## src/rtl/spi_pkg.sv

```systemverilog
// Shared SPI definitions used by both the slave and the master.
// Holds FSM state encodings and the SPI mode constants.
package spi_pkg;

    typedef enum logic [1:0] {
        IDLE  = 2'd0,
        SHIFT = 2'd1,
        DONE  = 2'd2
    } spi_state_e;

    // Mode 3: sclk idles high, data launched on fall, sampled on rise.
    localparam int   SPI_MODE = 3;
    localparam logic SPI_CPOL = 1'b1;
    localparam logic SPI_CPHA = 1'b1;

endpackage

```

## src/rtl/sync_ff.sv

```systemverilog
// Multi-flop synchronizer for one asynchronous input bit.
// Ports: clk_in, reset_n_in (async, active-low), d (async in), q (synced out).
module sync_ff #(
    parameter int   SYNC_STAGES = 2,
    parameter logic RST_VAL     = 1'b0
) (
    input  logic clk_in,
    input  logic reset_n_in,
    input  logic d,
    output logic q
);

    logic [SYNC_STAGES-1:0] ff;

    always_ff @(posedge clk_in or negedge reset_n_in) begin
        if (!reset_n_in) begin
            ff <= {SYNC_STAGES{RST_VAL}};
        end else begin
            ff[0] <= d;
            for (int i = 1; i < SYNC_STAGES; i++) begin
                ff[i] <= ff[i-1];
            end
        end
    end

    assign q = ff[SYNC_STAGES-1];

endmodule

```

## src/rtl/spi_slave.sv

```systemverilog
// SPI mode-3 slave, MSB first, oversampled on clk_in.
// Ports: sclk_in/cs_n_in/mosi_in (async SPI), miso_out/miso_oe_out,
// tx_data_in (captured at frame start), data_out + r_valid_out (rx word),
// r_busy_out (frame active), r_frame_err_out (short frame abort).
module spi_slave
    import spi_pkg::*;
#(
    parameter int SIZE        = 40,
    parameter int SYNC_STAGES = 2
) (
    input  logic            clk_in,
    input  logic            reset_n_in,
    input  logic            sclk_in,
    input  logic            cs_n_in,
    input  logic            mosi_in,
    output logic            miso_out,
    output logic            miso_oe_out,
    input  logic [SIZE-1:0] tx_data_in,
    output logic [SIZE-1:0] data_out,
    output logic            r_valid_out,
    output logic            r_busy_out,
    output logic            r_frame_err_out
);

    localparam int CW = $clog2(SIZE) + 1;
    localparam int FW = $clog2(SYNC_STAGES + 1) + 1;

    logic sclk_s, cs_s, mosi_s;
    logic sclk_q, cs_q;
    logic sclk_rise, sclk_fall, cs_rise, cs_fall;

    logic [FW-1:0] flush_cnt;
    logic          flush_done;
    logic          armed;

    spi_state_e    state, state_nx;
    logic [SIZE-1:0] tx_sr, rx_sr;
    logic [CW-1:0]   bit_cnt;
    logic            last_bit;

    logic load, tx_step, rx_step, capture, to_idle, short_abort;

    sync_ff #(.SYNC_STAGES(SYNC_STAGES), .RST_VAL(1'b1)) u_sync_sclk (
        .clk_in(clk_in), .reset_n_in(reset_n_in), .d(sclk_in), .q(sclk_s)
    );

    sync_ff #(.SYNC_STAGES(SYNC_STAGES), .RST_VAL(1'b1)) u_sync_cs (
        .clk_in(clk_in), .reset_n_in(reset_n_in), .d(cs_n_in), .q(cs_s)
    );

    sync_ff #(.SYNC_STAGES(SYNC_STAGES), .RST_VAL(1'b0)) u_sync_mosi (
        .clk_in(clk_in), .reset_n_in(reset_n_in), .d(mosi_in), .q(mosi_s)
    );

    // The synchronizer output is only trustworthy once its reset value has
    // been flushed; a frame may start only after cs_n has then been seen
    // high, so a cs_n already low at reset release never opens a frame.
    assign flush_done = (flush_cnt == FW'(SYNC_STAGES));

    always_ff @(posedge clk_in or negedge reset_n_in) begin
        if (!reset_n_in) begin
            sclk_q    <= 1'b1;
            cs_q      <= 1'b1;
            flush_cnt <= '0;
            armed     <= 1'b0;
        end else begin
            sclk_q <= sclk_s;
            cs_q   <= cs_s;
            if (!flush_done) begin
                flush_cnt <= flush_cnt + 1'b1;
            end
            if (flush_done && cs_s) begin
                armed <= 1'b1;
            end
        end
    end

    assign sclk_rise = ~sclk_q & sclk_s;
    assign sclk_fall = sclk_q & ~sclk_s;
    assign cs_rise   = ~cs_q & cs_s;
    assign cs_fall   = armed & cs_q & ~cs_s;
    assign last_bit  = (bit_cnt == CW'(SIZE - 1));

    always_ff @(posedge clk_in or negedge reset_n_in) begin
        if (!reset_n_in) begin
            state <= IDLE;
        end else begin
            state <= state_nx;
        end
    end

    // cs_n edges are tested before sclk edges so they win on a tie.
    always_comb begin
        state_nx    = state;
        load        = 1'b0;
        tx_step     = 1'b0;
        rx_step     = 1'b0;
        capture     = 1'b0;
        to_idle     = 1'b0;
        short_abort = 1'b0;
        unique case (state)
            IDLE: begin
                if (cs_fall) begin
                    state_nx = SHIFT;
                    load     = 1'b1;
                end
            end
            SHIFT: begin
                if (cs_rise) begin
                    state_nx    = IDLE;
                    to_idle     = 1'b1;
                    short_abort = (bit_cnt != '0);
                end else begin
                    tx_step = sclk_fall;
                    if (sclk_rise) begin
                        rx_step = 1'b1;
                        if (last_bit) begin
                            capture  = 1'b1;
                            state_nx = DONE;
                        end
                    end
                end
            end
            DONE: begin
                if (cs_rise) begin
                    state_nx = IDLE;
                    to_idle  = 1'b1;
                end
            end
            default: begin
                state_nx = IDLE;
                to_idle  = 1'b1;
            end
        endcase
    end

    always_ff @(posedge clk_in or negedge reset_n_in) begin
        if (!reset_n_in) begin
            tx_sr           <= '0;
            rx_sr           <= '0;
            bit_cnt         <= '0;
            data_out        <= '0;
            r_valid_out     <= 1'b0;
            r_frame_err_out <= 1'b0;
            r_busy_out      <= 1'b0;
            miso_out        <= 1'b1;
            miso_oe_out     <= 1'b0;
        end else begin
            r_valid_out     <= capture;
            r_frame_err_out <= short_abort;
            if (load) begin
                tx_sr       <= tx_data_in;
                rx_sr       <= '0;
                bit_cnt     <= '0;
                r_busy_out  <= 1'b1;
                miso_oe_out <= 1'b1;
            end
            if (tx_step) begin
                miso_out <= tx_sr[SIZE-1];
                tx_sr    <= {tx_sr[SIZE-2:0], 1'b0};
            end
            if (rx_step) begin
                rx_sr   <= {rx_sr[SIZE-2:0], mosi_s};
                bit_cnt <= bit_cnt + 1'b1;
            end
            if (capture) begin
                data_out <= {rx_sr[SIZE-2:0], mosi_s};
                miso_out <= 1'b0;
            end
            if (to_idle) begin
                r_busy_out  <= 1'b0;
                miso_oe_out <= 1'b0;
                miso_out    <= 1'b1;
            end
        end
    end

endmodule

```

## config.mk

```make
export PLATFORM = sky130hd
export DESIGN_NAME = spi_slave
export DESIGN_NICKNAME = d
export VERILOG_FILES = /design/src/rtl/spi_pkg.sv /design/src/rtl/sync_ff.sv /design/src/rtl/spi_slave.sv
export SDC_FILE = /design/constraint.sdc
export NUM_CORES = 1
export LEC_CHECK = 0
export CAP_MARGIN = 10
export CORE_AREA = 2 2 125 127
export CTS_CLUSTER_DIAMETER = 80
export DETAILED_ROUTE_END_ITERATION = 12
export DIE_AREA = 0 0 127 129
export PLACE_DENSITY = 0.68
export RECOVER_POWER = 25
export SETUP_SLACK_MARGIN = 0.1
export SLEW_MARGIN = 20
export SYNTH_ARGS = -nofsm -noshare
export SYNTH_HDL_FRONTEND = slang
export SYNTH_SLANG_ARGS = --single-unit
```

## constraint.sdc

```tcl
create_clock -name clk_in -period 2.2 [get_ports clk_in]
set_input_delay 0.33 -clock clk_in [delete_from_list [all_inputs] [get_ports clk_in]]
set_output_delay 0.33 -clock clk_in [all_outputs]
set_load 0.1 [all_outputs]
```

==> results by group, run 1 <==
Status
  • Run status: completed

Synthesis
  • Post-synthesis adder-cell area fraction: 0.01684
  • Most used flip-flop cell after synthesis: sky130_fd_sc_hd__dfrtp_1
  • Top cell type by total area after synthesis: sky130_fd_sc_hd__dfrtp_1
  • Leading post-synthesis cells by cell area: sky130_fd_sc_hd__dfrtp_1 (58%), sky130_fd_sc_hd__mux2_4 (9.9%), sky130_fd_sc_hd__a22o_1 (6.3%), sky130_fd_sc_hd__nand2_1 (5.5%), sky130_fd_sc_hd__a31oi_1 (4.1%)
  • Simple-gate share of the synthesized area: 0.1078
  • Instance count of the mapped netlist: 486
  • Share of synthesized area occupied by flip-flops and latches: 0.6078
  • Number of nets in the synthesized netlist: 539
  • Post-synthesis register bit count: 144
  • Dominant combinational cell family by area after synthesis: compound AO/OA/AOI/OAI gates
  • Post-synthesis compound-gate area fraction: 0.1221
  • Xor/xnor share of the synthesized area: 0.004421
  • Synthesized area per cell: 12.23 um2
  • Share of async-settable or async-resettable flops after synthesis: 1.000
  • Total of warnings raised by yosys: 0
  • Proportion of netlist area held by the largest area contributor: 0.5768
  • Share of synthesized area spent on multiplexers: 0.1076
  • Unique masters post-synth: 40
  • Number of enable flip-flop cells after synthesis: 0
  • Summed instance area of the synthesized netlist: 0.005943 mm2

Setup path
  • Nature of the critical path startpoint: register
  • Worst EP arrival: 2.28 ns
  • Crit Path Max Fanout: 23
  • Data required time of the critical path: 2.49 ns
  • Crit end category: register
  • Crit Path Category: register to register
  • Worst R2R Setup Slack: 0.21 ns

Cells and area
  • Most frequent cells in the layout: sky130_fd_sc_hd__dfrtp_1 (137), sky130_fd_sc_hd__nand2_1 (87), sky130_fd_sc_hd__buf_4 (50)
  • Post-layout nets: 626
  • Growth of design area from synthesis to finish: 26.55%
  • Non-filler cells, final: 774
  • Leading cell type in the layout, fill and taps excluded: sky130_fd_sc_hd__dfrtp_1
  • Core occupancy in the finished layout: 0.5022
  • Count of inserted antenna diode cells: 0
  • Layout cells sized above 1: 0.2440
  • Fillcell total: 1320

Min path
  • Tightest Hold Check Type: register to register

Clock tree
  • Total CTS buffers: 17
  • Post-CTS Setup Repair Bufs: 0
  • # clock sinks: 144
  • Clock edge transition at the registers on the reported setup and hold paths: 0.06 ns
  • H-tree depth reported by CTS: 4
  • Clock Root Buffer: sky130_fd_sc_hd__clkbuf_16
  • Post-cts repair resize count: 0
  • Clk_lat worst skew: 0.41 ns
  • TritonCTS clock tree: yes
  • Number of hold buffers added after cts: 1
  • Longest Clk Path Bufs: 2

Drt
  • DRC violations left: 0
  • Number of search-and-repair iterations in the first detailed-routing pass: 4
  • Overall via count from detail_route: 3895
  • Number of nets with antenna violations after detailed routing: 0
  • Count of routing violations after the opening detailed-route iteration: 362
  • Routed via count divided by cell count: 5.032
  • Total wire length: 11410 um
  • Wirelength per Cell: 14.74 um

STA
  • Normalized max-slew margin: 0.06886
  • Summed negative setup slack over all endpoints: 0 ns
  • Endpoints failing hold: 0
  • Final number of max-transition violations: 0
  • Fin worst setup slack: 0.2092 ns
  • Period Utilization, post-route: 0.9049
  • RSZ-0062 raised after global routing: false
  • Setup-failing EPs final: 0
  • Final critical path time including I/O delays and setup: 1.991 ns
  • Transition time of the tightest slew-check pin: 1.397 ns
  • Final setup skew: 0.009779 ns
  • Fmax: 0.5023 GHz

Die
  • Starting utilization of the core area: 0.3968
  • Horiz. Die Dim: 127 um
  • Row cnt: 45
  • Die Ht: 129 um
  • DIE AREA: 0.01638 mm2
  • Area of the core: 0.01498 mm2
  • Top Ports: 90

GRT
  • Combined global-route utilization of all metal layers: 0.1437
  • Global-route wire length before repair: 18750 um
  • Antenna violations before repair: 0
  • Number of global-route vias before repair: 3746
  • Largest net degree at the start of global routing: 81
  • GRT overflow: 0

Placed design
  • Buffers on Ports: 89
  • Pre-CTS WS: 0.2033 ns
  • Placed wire-length estimate after detailed placement: 7444 um
  • Final Wtd Congestion: 0.7268
  • Post-Place Cells: 741

Run
  • Number of violations of the max-capacitance limit: 0

Pwr
  • Peak VDD IR: 0.0005133 V
  • Leakage component of the power: 3.678 nW
  • Cell area power density: 1006 mW/mm2
## report_power, final
group          switching [W]  internal (W)  leakage [nW]  total [W]
Sequential          0.000262       0.00311          1.87    0.00337
Clock                0.00112       0.00169         0.281    0.00281
Combinational       0.000831      0.000555          1.52    0.00139
Total                0.00221       0.00535          3.68    0.00757
## metal layers
metal  track usage  up-vias  routed length (um)
li1              -     1878                   -
met1        0.2004     1952                5419
met2        0.2192       59                5562
met3       0.03867        6                 313
met4       0.04848        0                 110
met5             0        -                   0
## worst max-delay path: stages, from the launching register on
cell and delay [ns]:
sky130_fd_sc_hd__dfstp_2 0.53, sky130_fd_sc_hd__or2b_1 0.32, sky130_fd_sc_hd__nor3_4 0.28, sky130_fd_sc_hd__nand3_4 0.11
sky130_fd_sc_hd__buf_4 0.28, sky130_fd_sc_hd__mux2_4 0.34
## layout make-up
| class | count | area (um2) | share of cell area |
|---|---|---|---|
| Timing Repair Buffer | 100 | 912.1 | 0.1213 |
| Inverter | 8 | 30.03 | 0.003993 |
| Clock inverter | 14 | 158.9 | 0.02113 |
| Sequential cell | 144 | 3612 | 0.4803 |
| Tap cell | 188 | 235.2 | 0.03128 |
| Clock buffer | 18 | 429.2 | 0.05706 |
| Multi-Input combinational cell | 302 | 2143 | 0.2850 |
## path summary, 6_finish.rpt
check	endpoint	depth (start not counted)	from
max in group asynchronous	cs_q$_DFF_PN1_	3	reset_n_in
worst min-delay path	u_sync_mosi.ff[1]$_DFF_PN0_	0	u_sync_mosi.ff[0]$_DFF_PN0_
worst min register to register	u_sync_mosi.ff[1]$_DFF_PN0_	0	u_sync_mosi.ff[0]$_DFF_PN0_
worst max-delay path	data_out[21]$_DFFE_PN0P_	5	u_sync_sclk.ff[1]$_DFF_PN1_
min in group asynchronous	rx_sr[31]$_DFFE_PN0P_	2	reset_n_in
worst max register to register	data_out[21]$_DFFE_PN0P_	5	u_sync_sclk.ff[1]$_DFF_PN1_
## synth_stat cells, drive strengths merged (3+ instances only)
master  count
nor3        4
nand2      87
dfstp       7
buf        17
mux2       42
nor2       41
nand3       4
clkbuf     15
xnor2       3
inv         8
a22o       43
o21ai       6
ha          8
a31oi      39
dfrtp     137
## stage by stage
step	hold WS, ns	power [W]	area, um2
finish	0.3452	0.007568	7521
global route	0.3536	0.007980	7521
CTS	0.3102	0.007662	7536
detailed placement	0.3346	0.004813	6938
global placement	0.3324	0.004751	6938
floorplan	0.03441	0.004388	5943
## state kept, by name, indices dropped and copies added, names as in the netlist
name,count
armed,1
bit_cnt,7
cs_q,1
data_out,40
flush_cnt,3
miso_out,1
r_busy_out,1
r_frame_err_out,1
r_valid_out,1
rx_sr,39
sclk_q,1
state,2
tx_sr,40
u_sync_cs.ff,2
u_sync_mosi.ff,2
u_sync_sclk.ff,2
## logic make-up (layout without fill, tap and decap cells)
logic type / count (synthesis) / in the layout
and+or+nand+nor: 149 / 149
DFF: 144 / 144
AOI/OAI and AO/OA: 98 / 98
muxes: 44 / 44
buffers and inverters: 40 / 140
adders and majority gates: 8 / 8
xor gates and xnor gates: 3 / 3
(Power assumes the default switching activity.)
==> run 2: changes to the inputs <==
--- a/config.mk
+++ b/config.mk
@@ -6,11 +6,13 @@
 export NUM_CORES = 1
 export LEC_CHECK = 0
 export CAP_MARGIN = 10
+export CELL_PAD_IN_SITES_DETAIL_PLACEMENT = 1
+export CELL_PAD_IN_SITES_GLOBAL_PLACEMENT = 1
 export CORE_AREA = 2 2 125 127
 export CTS_CLUSTER_DIAMETER = 80
 export DETAILED_ROUTE_END_ITERATION = 12
 export DIE_AREA = 0 0 127 129
-export PLACE_DENSITY = 0.68
+export PLACE_DENSITY = 0.8
 export RECOVER_POWER = 25
 export SETUP_SLACK_MARGIN = 0.1
 export SLEW_MARGIN = 20
==> run 2 against run 1 <==
Compared with the run above:
- maximum frequency is 1.3% lower
- largest power group unchanged
- sequential power about the same
- clock power is essentially flat
- largest cell class unchanged
- combinational power up 5%
- die area stayed put
- flip-flop and latch count unchanged
- non-clock buffer count fell by 2
- cell count down 0.26%
- via count is 4.4% higher
- first-iteration DRC count is 31% lower
- sequential share of layout area grew 0.056 points
==> results by group, run 2 (synthesized netlist as in run 1, its figures left out) <==
Drt
  • Routed via count divided by cell count: 5.267 (+4.7%)
  • Number of search-and-repair iterations in the first detailed-routing pass: 4 (unchanged)
  • Total wire length: 13830 um (+21%)
  • Wirelength per Cell: 17.91 um (+22%)
  • DRC violations left: 0 (unchanged)
  • Overall via count from detail_route: 4066 (+4.4%)
  • Count of routing violations after the opening detailed-route iteration: 249 (-31%)
  • Number of nets with antenna violations after detailed routing: 0 (unchanged)

Cells and area
  • Biggest registers after layout: data_out x40, tx_sr x40, rx_sr x39
  • Count of inserted antenna diode cells: 0 (unchanged)
  • Growth of design area from synthesis to finish: 26.40%
  • Layout cells sized above 1: 0.2329 (-0.01115)
  • Most frequent cells in the layout: sky130_fd_sc_hd__dfrtp_1 (137), sky130_fd_sc_hd__nand2_1 (87), sky130_fd_sc_hd__buf_4 (46)
  • Fin area: 0.007512 mm2 (-0.12%)
  • Leading cell type in the layout, fill and taps excluded: sky130_fd_sc_hd__dfrtp_1
  • Core occupancy in the finished layout: 0.5016 (-0.0005850)
  • Post-layout nets: 624 (-0.32%)

Placed design
  • Placed wire-length estimate after detailed placement: 8529 um (+15%)
  • Buffers on Ports: 89 (unchanged)
  • Standard cell area after detailed placement: 0.006948 mm2 (+0.14%)
  • Final Wtd Congestion: 0.7525 (+3.5%)

Setup path
  • Crit-path leading delay family: simple AND/OR/NAND/NOR gates
  • Data required time of the critical path: 2.51 ns (+0.02 ns)
  • Crit Path Max Fanout: 39 (+70%)
  • Worst flop-to-flop path startpoint: u_sync_sclk.ff[1]$_DFF_PN1_
  • Worst EP arrival: 2.33 ns (+0.05 ns)
  • Critical Path Stages: 5 (unchanged)
  • Nature of the critical path startpoint: register
  • Buffering stage count on the worst path with inverters included: 1 (unchanged)
  • Cell-by-cell listing of the critical path: or2b_1, nor3_4, nand3_4, buf_12, mux2_4
  • CP peak stage delay: 0.55 ns (+0.02 ns)
  • Critical register-to-register path endpoint: data_out[3]$_DFFE_PN0P_
  • Worst R2R Setup Slack: 0.18 ns (-0.03 ns)
  • Worst-case reg-to-reg path depth: 5 (unchanged)
  • Crit end category: register
  • Crit path max-delay cell type: sky130_fd_sc_hd__dfstp_1
  • Crit Path Category: register to register

Status
  • Run status: completed

STA
  • Setup-failing EPs final: 0 (unchanged)
  • Fmax: 0.4959 GHz (-1.3%)
  • Endpoints failing hold: 0 (unchanged)
  • Final number of max-transition violations: 0 (unchanged)
  • Period Utilization, post-route: 0.9167 (+0.01181)
  • Normalized max-slew margin: 0.2608 (+0.1920)
  • Final critical path time including I/O delays and setup: 2.017 ns (+0.02598 ns)
  • Transition time of the tightest slew-check pin: 1.109 ns (-0.2880 ns)
  • Summed negative setup slack over all endpoints: 0 ns (unchanged)
  • Hold slack: 0.3543 ns (+0.009175 ns)
  • Final setup skew: 0.01072 ns (+0.0009399 ns)
  • RSZ-0062 raised after global routing: false

Pwr
  • Peak VDD IR: 0.0005367 V (+4.6%)
  • Design Power: 0.007628 W (+0.79%)
  • Cell area power density: 1015 mW/mm2 (+0.90%)
  • Leakage component of the power: 3.668 nW (-0.28%)

Clock tree
  • Post-CTS Setup Repair Bufs: 0 (unchanged)
  • Clock edge transition at the registers on the reported setup and hold paths: 0.06 ns (about the same)
  • Clock Root Buffer: sky130_fd_sc_hd__clkbuf_16
  • # clock sinks: 144 (unchanged)
  • Total CTS buffers: 17 (unchanged)
  • Longest Clk Path Bufs: 2 (unchanged)
  • H-tree depth reported by CTS: 4 (unchanged)
  • Clk_lat worst skew: 0.43 ns (+0.02 ns)
  • TritonCTS clock tree: yes

Die
  • Area of the core: 0.01498 mm2 (unchanged)
  • Top Ports: 90 (unchanged)
  • Horiz. Die Dim: 127 um (unchanged)
  • Row cnt: 45 (unchanged)
  • Die Ht: 129 um (unchanged)
  • Starting utilization of the core area: 0.3968 (unchanged)
  • DIE AREA: 0.01638 mm2 (unchanged)

Min path
  • Endpoint of the worst hold path: u_sync_mosi.ff[1]$_DFF_PN0_
  • Worst hold start: u_sync_mosi.ff[0]$_DFF_PN0_
  • WHS Path Cells: 0 (unchanged)
  • Tightest Hold Check Type: register to register

Run
  • Number of violations of the max-capacitance limit: 0 (unchanged)

GRT
  • Antenna violations before repair: 0 (unchanged)
  • Combined global-route utilization of all metal layers: 0.1798 (+0.03610)
  • Number of global-route vias before repair: 4474 (+19%)
  • Global-route wire length before repair: 23030 um (+23%)
  • Largest net degree at the start of global routing: 81 (unchanged)
  • GRT overflow: 0 (unchanged)
==> run 2: cell type report <==
type | count | area, um2
clock buffers | 22 | 444.2
clock inverters | 10 | 116.4
fillers | 1535 | 7465
inverters | 8 | 30.03
multi-input cells | 302 | 2143
flip-flops and latches | 144 | 3612
well taps | 188 | 235.2
repair buffers | 98 | 930.9
==> run 2: worst max-delay path by stage <==
| stage | from | to | slack [ns] |
|---|---|---|---|
| after floorplan | u_sync_sclk.ff[1]$_DFF_PN1_ | data_out[39]$_DFFE_PN0P_ | 0.36 |
| after global placement | u_sync_sclk.ff[1]$_DFF_PN1_ | data_out[8]$_DFFE_PN0P_ | 0.31 |
| after detailed placement | u_sync_sclk.ff[1]$_DFF_PN1_ | data_out[3]$_DFFE_PN0P_ | 0.23 |
| after CTS | state[1]$_DFFE_PN0P_ | bit_cnt[2]$_DFFE_PN0P_ | 0.21 |
| after global routing | state[1]$_DFFE_PN0P_ | bit_cnt[2]$_DFFE_PN0P_ | 0.10 |
| final | u_sync_sclk.ff[1]$_DFF_PN1_ | data_out[3]$_DFFE_PN0P_ | 0.18 |
==> run 2: what timing repair did <==
action / CTS / global route
hold buffers: 1 / 0
endpoints found under the hold margin: 31 / 0
resized for setup: 0 / 0
==> run 2: through the flow <==
step / instances / setup WS (ns)
2_1_floorplan: 486 / 0.3604
3_3_place_gp: 739 / 0.3085
3_5_place_dp: 739 / 0.2286
4_1_cts: 772 / 0.2054
5_1_grt: 772 / 0.1002
6_report: 772 / 0.1833
==> run 2: power by group <==
group	internal, W	total, W	switching (W)
clock network	0.00167	0.00278	0.00111
logic	0.000564	0.00146	0.000898
registers	0.00311	0.00339	0.000277
==> run 2: layer usage <==
layer / wire (um) / global-route usage / vias up
met5: 0 / 0 / -
met4: 139 / 0.06012 / 0
met3: 741 / 0.06736 / 16
met2: 6549 / 0.2780 / 90
met1: 6398 / 0.2358 / 2090
li1: - / - / 1870
==> run 3: changes to the inputs <==
--- a/config.mk
+++ b/config.mk
@@ -8,11 +8,11 @@
 export CAP_MARGIN = 10
 export CELL_PAD_IN_SITES_DETAIL_PLACEMENT = 1
 export CELL_PAD_IN_SITES_GLOBAL_PLACEMENT = 1
-export CORE_AREA = 2 2 125 127
+export CORE_AREA = 2 2 127 129
 export CTS_CLUSTER_DIAMETER = 80
 export DETAILED_ROUTE_END_ITERATION = 12
-export DIE_AREA = 0 0 127 129
-export PLACE_DENSITY = 0.8
+export DIE_AREA = 0 0 129 131
+export PLACE_DENSITY = 0.81
 export RECOVER_POWER = 25
 export SETUP_SLACK_MARGIN = 0.1
 export SLEW_MARGIN = 20
==> constraint.sdc (replaced) <==
create_clock -name clk_in -period 1.8 [get_ports clk_in]
set_input_delay 0.27 -clock clk_in [delete_from_list [all_inputs] [get_ports clk_in]]
set_output_delay 0.27 -clock clk_in [all_outputs]
set_load 0.1 [all_outputs]
==> run 3 against run 2 <==
Compared with the run above:
- the run now ends with negative setup slack left
- clock power rose by 32%
- worst setup slack got worse by 0.37 ns
- total power rose by 43%
- critical path depth rose by 2
- cell count rose by 12%
- maximum frequency rose by 1.3%
- critical endpoint is now bit_cnt[2]$_DFFE_PN0P_
- largest cell class unchanged
==> results by group, run 3 (synthesized netlist as in run 1, its figures left out) <==
STA
  • Period Utilization, post-route: 1.106 (+0.1894)
  • Endpoints failing hold: 0 (unchanged)
  • Summed negative setup slack over all endpoints: -4.729 ns (-4.729 ns)
  • Fin worst setup slack: -0.1910 ns (-0.3742 ns)
  • Fmax: 0.5023 GHz (+1.3%)
  • Final setup skew: 0.01290 ns (+0.002178 ns)
  • Final critical path time including I/O delays and setup: 1.991 ns (-0.02577 ns)
  • Transition time of the tightest slew-check pin: 1.077 ns (-0.03180 ns)
  • RSZ-0062 raised after global routing: true
  • Normalized max-slew margin: 0.2820 (+0.02120)
  • Final number of max-transition violations: 0 (unchanged)
  • Setup-failing EPs final: 85 (+85)

Status
  • Run status: complete, but fails checks
  • Violations in the final reports: negative setup slack

Min path
  • Worst hold start: u_sync_cs.ff[0]$_DFF_PN1_
  • Tightest Hold Check Type: register to register
  • WHS Path Cells: 0 (unchanged)

Setup path
  • Crit end category: register
  • Crit Path Max Fanout: 7 (-82%)
  • Worst EP arrival: 2.28 ns (-0.05 ns)
  • Nature of the critical path startpoint: register
  • Crit Path Category: register to register
  • Setup crit start: state[1]$_DFFE_PN0P_
  • Worst-case reg-to-reg path depth: 7 (+2)
  • Worst flop-to-flop path startpoint: state[1]$_DFFE_PN0P_
  • Data required time of the critical path: 2.09 ns (-0.42 ns)

Pwr
  • Leakage component of the power: 4.289 nW (+17%)
  • Design Power: 0.01089 W (+43%)
  • Reported net switching power: 0.003361 W (+47%)
  • Cell area power density: 1231 mW/mm2 (+21%)
  • Cell-internal power: 0.007525 W (+41%)
  • Reg power frac: 0.390 (-0.054)
  • Clock power frac: 0.337 (-0.027)
  • Peak VDD IR: 0.0007003 V (+30%)
  • Switching part of the total power: 0.3088 (+0.009238)
  • Combinational fraction of design power: 0.273 (+0.081)

Drt
  • Wirelength per Cell: 21.42 um (+20%)
  • Total wire length: 18590 um (+34%)
  • Overall via count from detail_route: 4547 (+12%)
  • Number of nets with antenna violations after detailed routing: 0 (unchanged)
  • Routed via count divided by cell count: 5.238 (-0.54%)
  • DRC violations left: 0 (unchanged)
  • Count of routing violations after the opening detailed-route iteration: 182 (-27%)
  • Number of search-and-repair iterations in the first detailed-routing pass: 4 (unchanged)

Cells and area
  • Fillcell total: 1528 (-0.46%)
  • Most frequent cells in the layout: sky130_fd_sc_hd__dfrtp_1 (137), sky130_fd_sc_hd__buf_4 (72), sky130_fd_sc_hd__nand2_1 (65)
  • Growth of design area from synthesis to finish: 48.74%
  • Count of inserted antenna diode cells: 0 (unchanged)
  • Post-layout nets: 692 (+11%)
  • Core occupancy in the finished layout: 0.5667 (+0.06515)
  • Biggest registers after layout: data_out x40, tx_sr x40, rx_sr x39
  • Non-filler cells, final: 868 (+12%)
  • Layout cells sized above 1: 0.3804 (+0.1475)
  • Leading cell type in the layout, fill and taps excluded: sky130_fd_sc_hd__dfrtp_1

Clock tree
  • # clock sinks: 144 (unchanged)
  • TritonCTS clock tree: yes
  • Total CTS buffers: 17 (unchanged)
  • Clock edge transition at the registers on the reported setup and hold paths: 0.06 ns (about the same)
  • H-tree depth reported by CTS: 4 (unchanged)
  • Clk_lat worst skew: 0.43 ns (about the same)
  • Clock Root Buffer: sky130_fd_sc_hd__clkbuf_16
  • Longest Clk Path Bufs: 2 (unchanged)

Die
  • Area of the core: 0.01560 mm2 (+4.1%)
  • DIE AREA: 0.01690 mm2 (+3.1%)
  • Row cnt: 46 (+2.2%)
  • Horiz. Die Dim: 129 um (+1.6%)
  • Die Ht: 131 um (+1.6%)
  • Top Ports: 90 (unchanged)
  • Starting utilization of the core area: 0.3810 (-0.01579)

GRT
  • Largest net degree at the start of global routing: 41 (-49%)
  • GRT overflow: 0 (unchanged)
  • Global-route wire length before repair: 26430 um (+15%)
  • Number of global-route vias before repair: 4836 (+8.1%)
  • Antenna violations before repair: 0 (unchanged)
  • Combined global-route utilization of all metal layers: 0.2055 (+0.02568)

Run
  • Number of violations of the max-capacitance limit: 0 (unchanged)

Placed design
  • Post-Place Cells: 791 (+7.0%)
  • Final Wtd Congestion: 0.7644 (+1.6%)
  • Buffers on Ports: 89 (unchanged)
  • Placed wire-length estimate after detailed placement: 9797 um (+15%)
==> run 3: cell types whose count changed in the layout (fill, tap and decap cells not counted), moves of 7 or more <==
| cell | previous run | this run |
|---|---|---|
| sky130_fd_sc_hd__buf_12 | 7 | 21 |
| sky130_fd_sc_hd__nand2_2 | 0 | 15 |
| sky130_fd_sc_hd__buf_16 | 0 | 7 |
| sky130_fd_sc_hd__nand2_4 | 0 | 7 |
| sky130_fd_sc_hd__clkbuf_16 | 17 | 24 |
| sky130_fd_sc_hd__nand2_1 | 87 | 65 |
| sky130_fd_sc_hd__buf_4 | 46 | 72 |
| sky130_fd_sc_hd__buf_6 | 0 | 11 |
==> run 3: metal layers <==
| metal | wire [um] | up-vias | track usage |
|---|---|---|---|
| met3 | 685 | 23 | 0.05375 |
| met4 | 268 | 0 | 0.05627 |
| met1 | 7707 | 2400 | 0.2495 |
| li1 | - | 2019 | - |
| met5 | 0 | - | 0 |
| met2 | 9932 | 105 | 0.3641 |
==> run 3: worst max-delay path, cell delays in order, from the launching register on <==
cell and delay (ns):
sky130_fd_sc_hd__dfrtp_1 0.39, sky130_fd_sc_hd__inv_2 0.14, sky130_fd_sc_hd__ha_4 0.17, sky130_fd_sc_hd__nand4b_1 0.37, sky130_fd_sc_hd__o31a_4 0.33, sky130_fd_sc_hd__buf_6 0.16, sky130_fd_sc_hd__o21ai_0 0.20, sky130_fd_sc_hd__o21ai_1 0.11
==> run 3: power by group through the flow <==
stage	Clock, W	Combinational (W)	Sequential [W]
global route	0.00387	0.00317	0.00430
floorplan	0	0.00112	0.00425
finish	0.00367	0.00297	0.00424
CTS	0.00372	0.00243	0.00417
detailed placement	0	0.00200	0.00421
global placement	0	0.00187	0.00416
==> run 3: final cells by class <==
class,instances,area (um2),area share
multi-input cells,303,2385,0.2698
repair buffers,165,1928,0.2181
flip-flops and latches,144,3612,0.4086
well taps,216,270.3,0.03057
clock buffers,20,456.7,0.05166
clock inverters,12,155.1,0.01755
inverters,8,32.53,0.003680
==> run 3: through the flow <==
stage | hold WS (ns) | instance area [um2] | setup slack [ns]
5_1_grt | 0.3581 | 8840 | -0.2820
3_3_place_gp | 0.1975 | 7297 | -0.01677
4_1_cts | 0.2342 | 8325 | -0.06932
3_5_place_dp | 0.2033 | 7297 | -0.06367
6_report | 0.3559 | 8840 | -0.1910
2_1_floorplan | -0.02559 | 5956 | 0.02444
==> run 3: path summary, 6_finish.rpt <==
check                                                 end  slack (ns)
worst max-delay path               bit_cnt[2]$_DFFE_PN0P_       -0.19
worst min-delay path            u_sync_cs.ff[1]$_DFF_PN1_        0.36
worst max register to register     bit_cnt[2]$_DFFE_PN0P_       -0.19
worst min register to register  u_sync_cs.ff[1]$_DFF_PN1_        0.36
max in group asynchronous         data_out[4]$_DFFE_PN0P_        0.29
min in group asynchronous            tx_sr[2]$_DFFE_PN0P_        0.61
==> run 3: timing repair <==
action,4_1_cts,5_1_grt
hold buffers,1,0
cloned,7,12
resized for setup,36,50
pin swaps,6,45
setup endpoints to repair,91,119
setup buffers,10,16
hold endpoints to repair,28,0
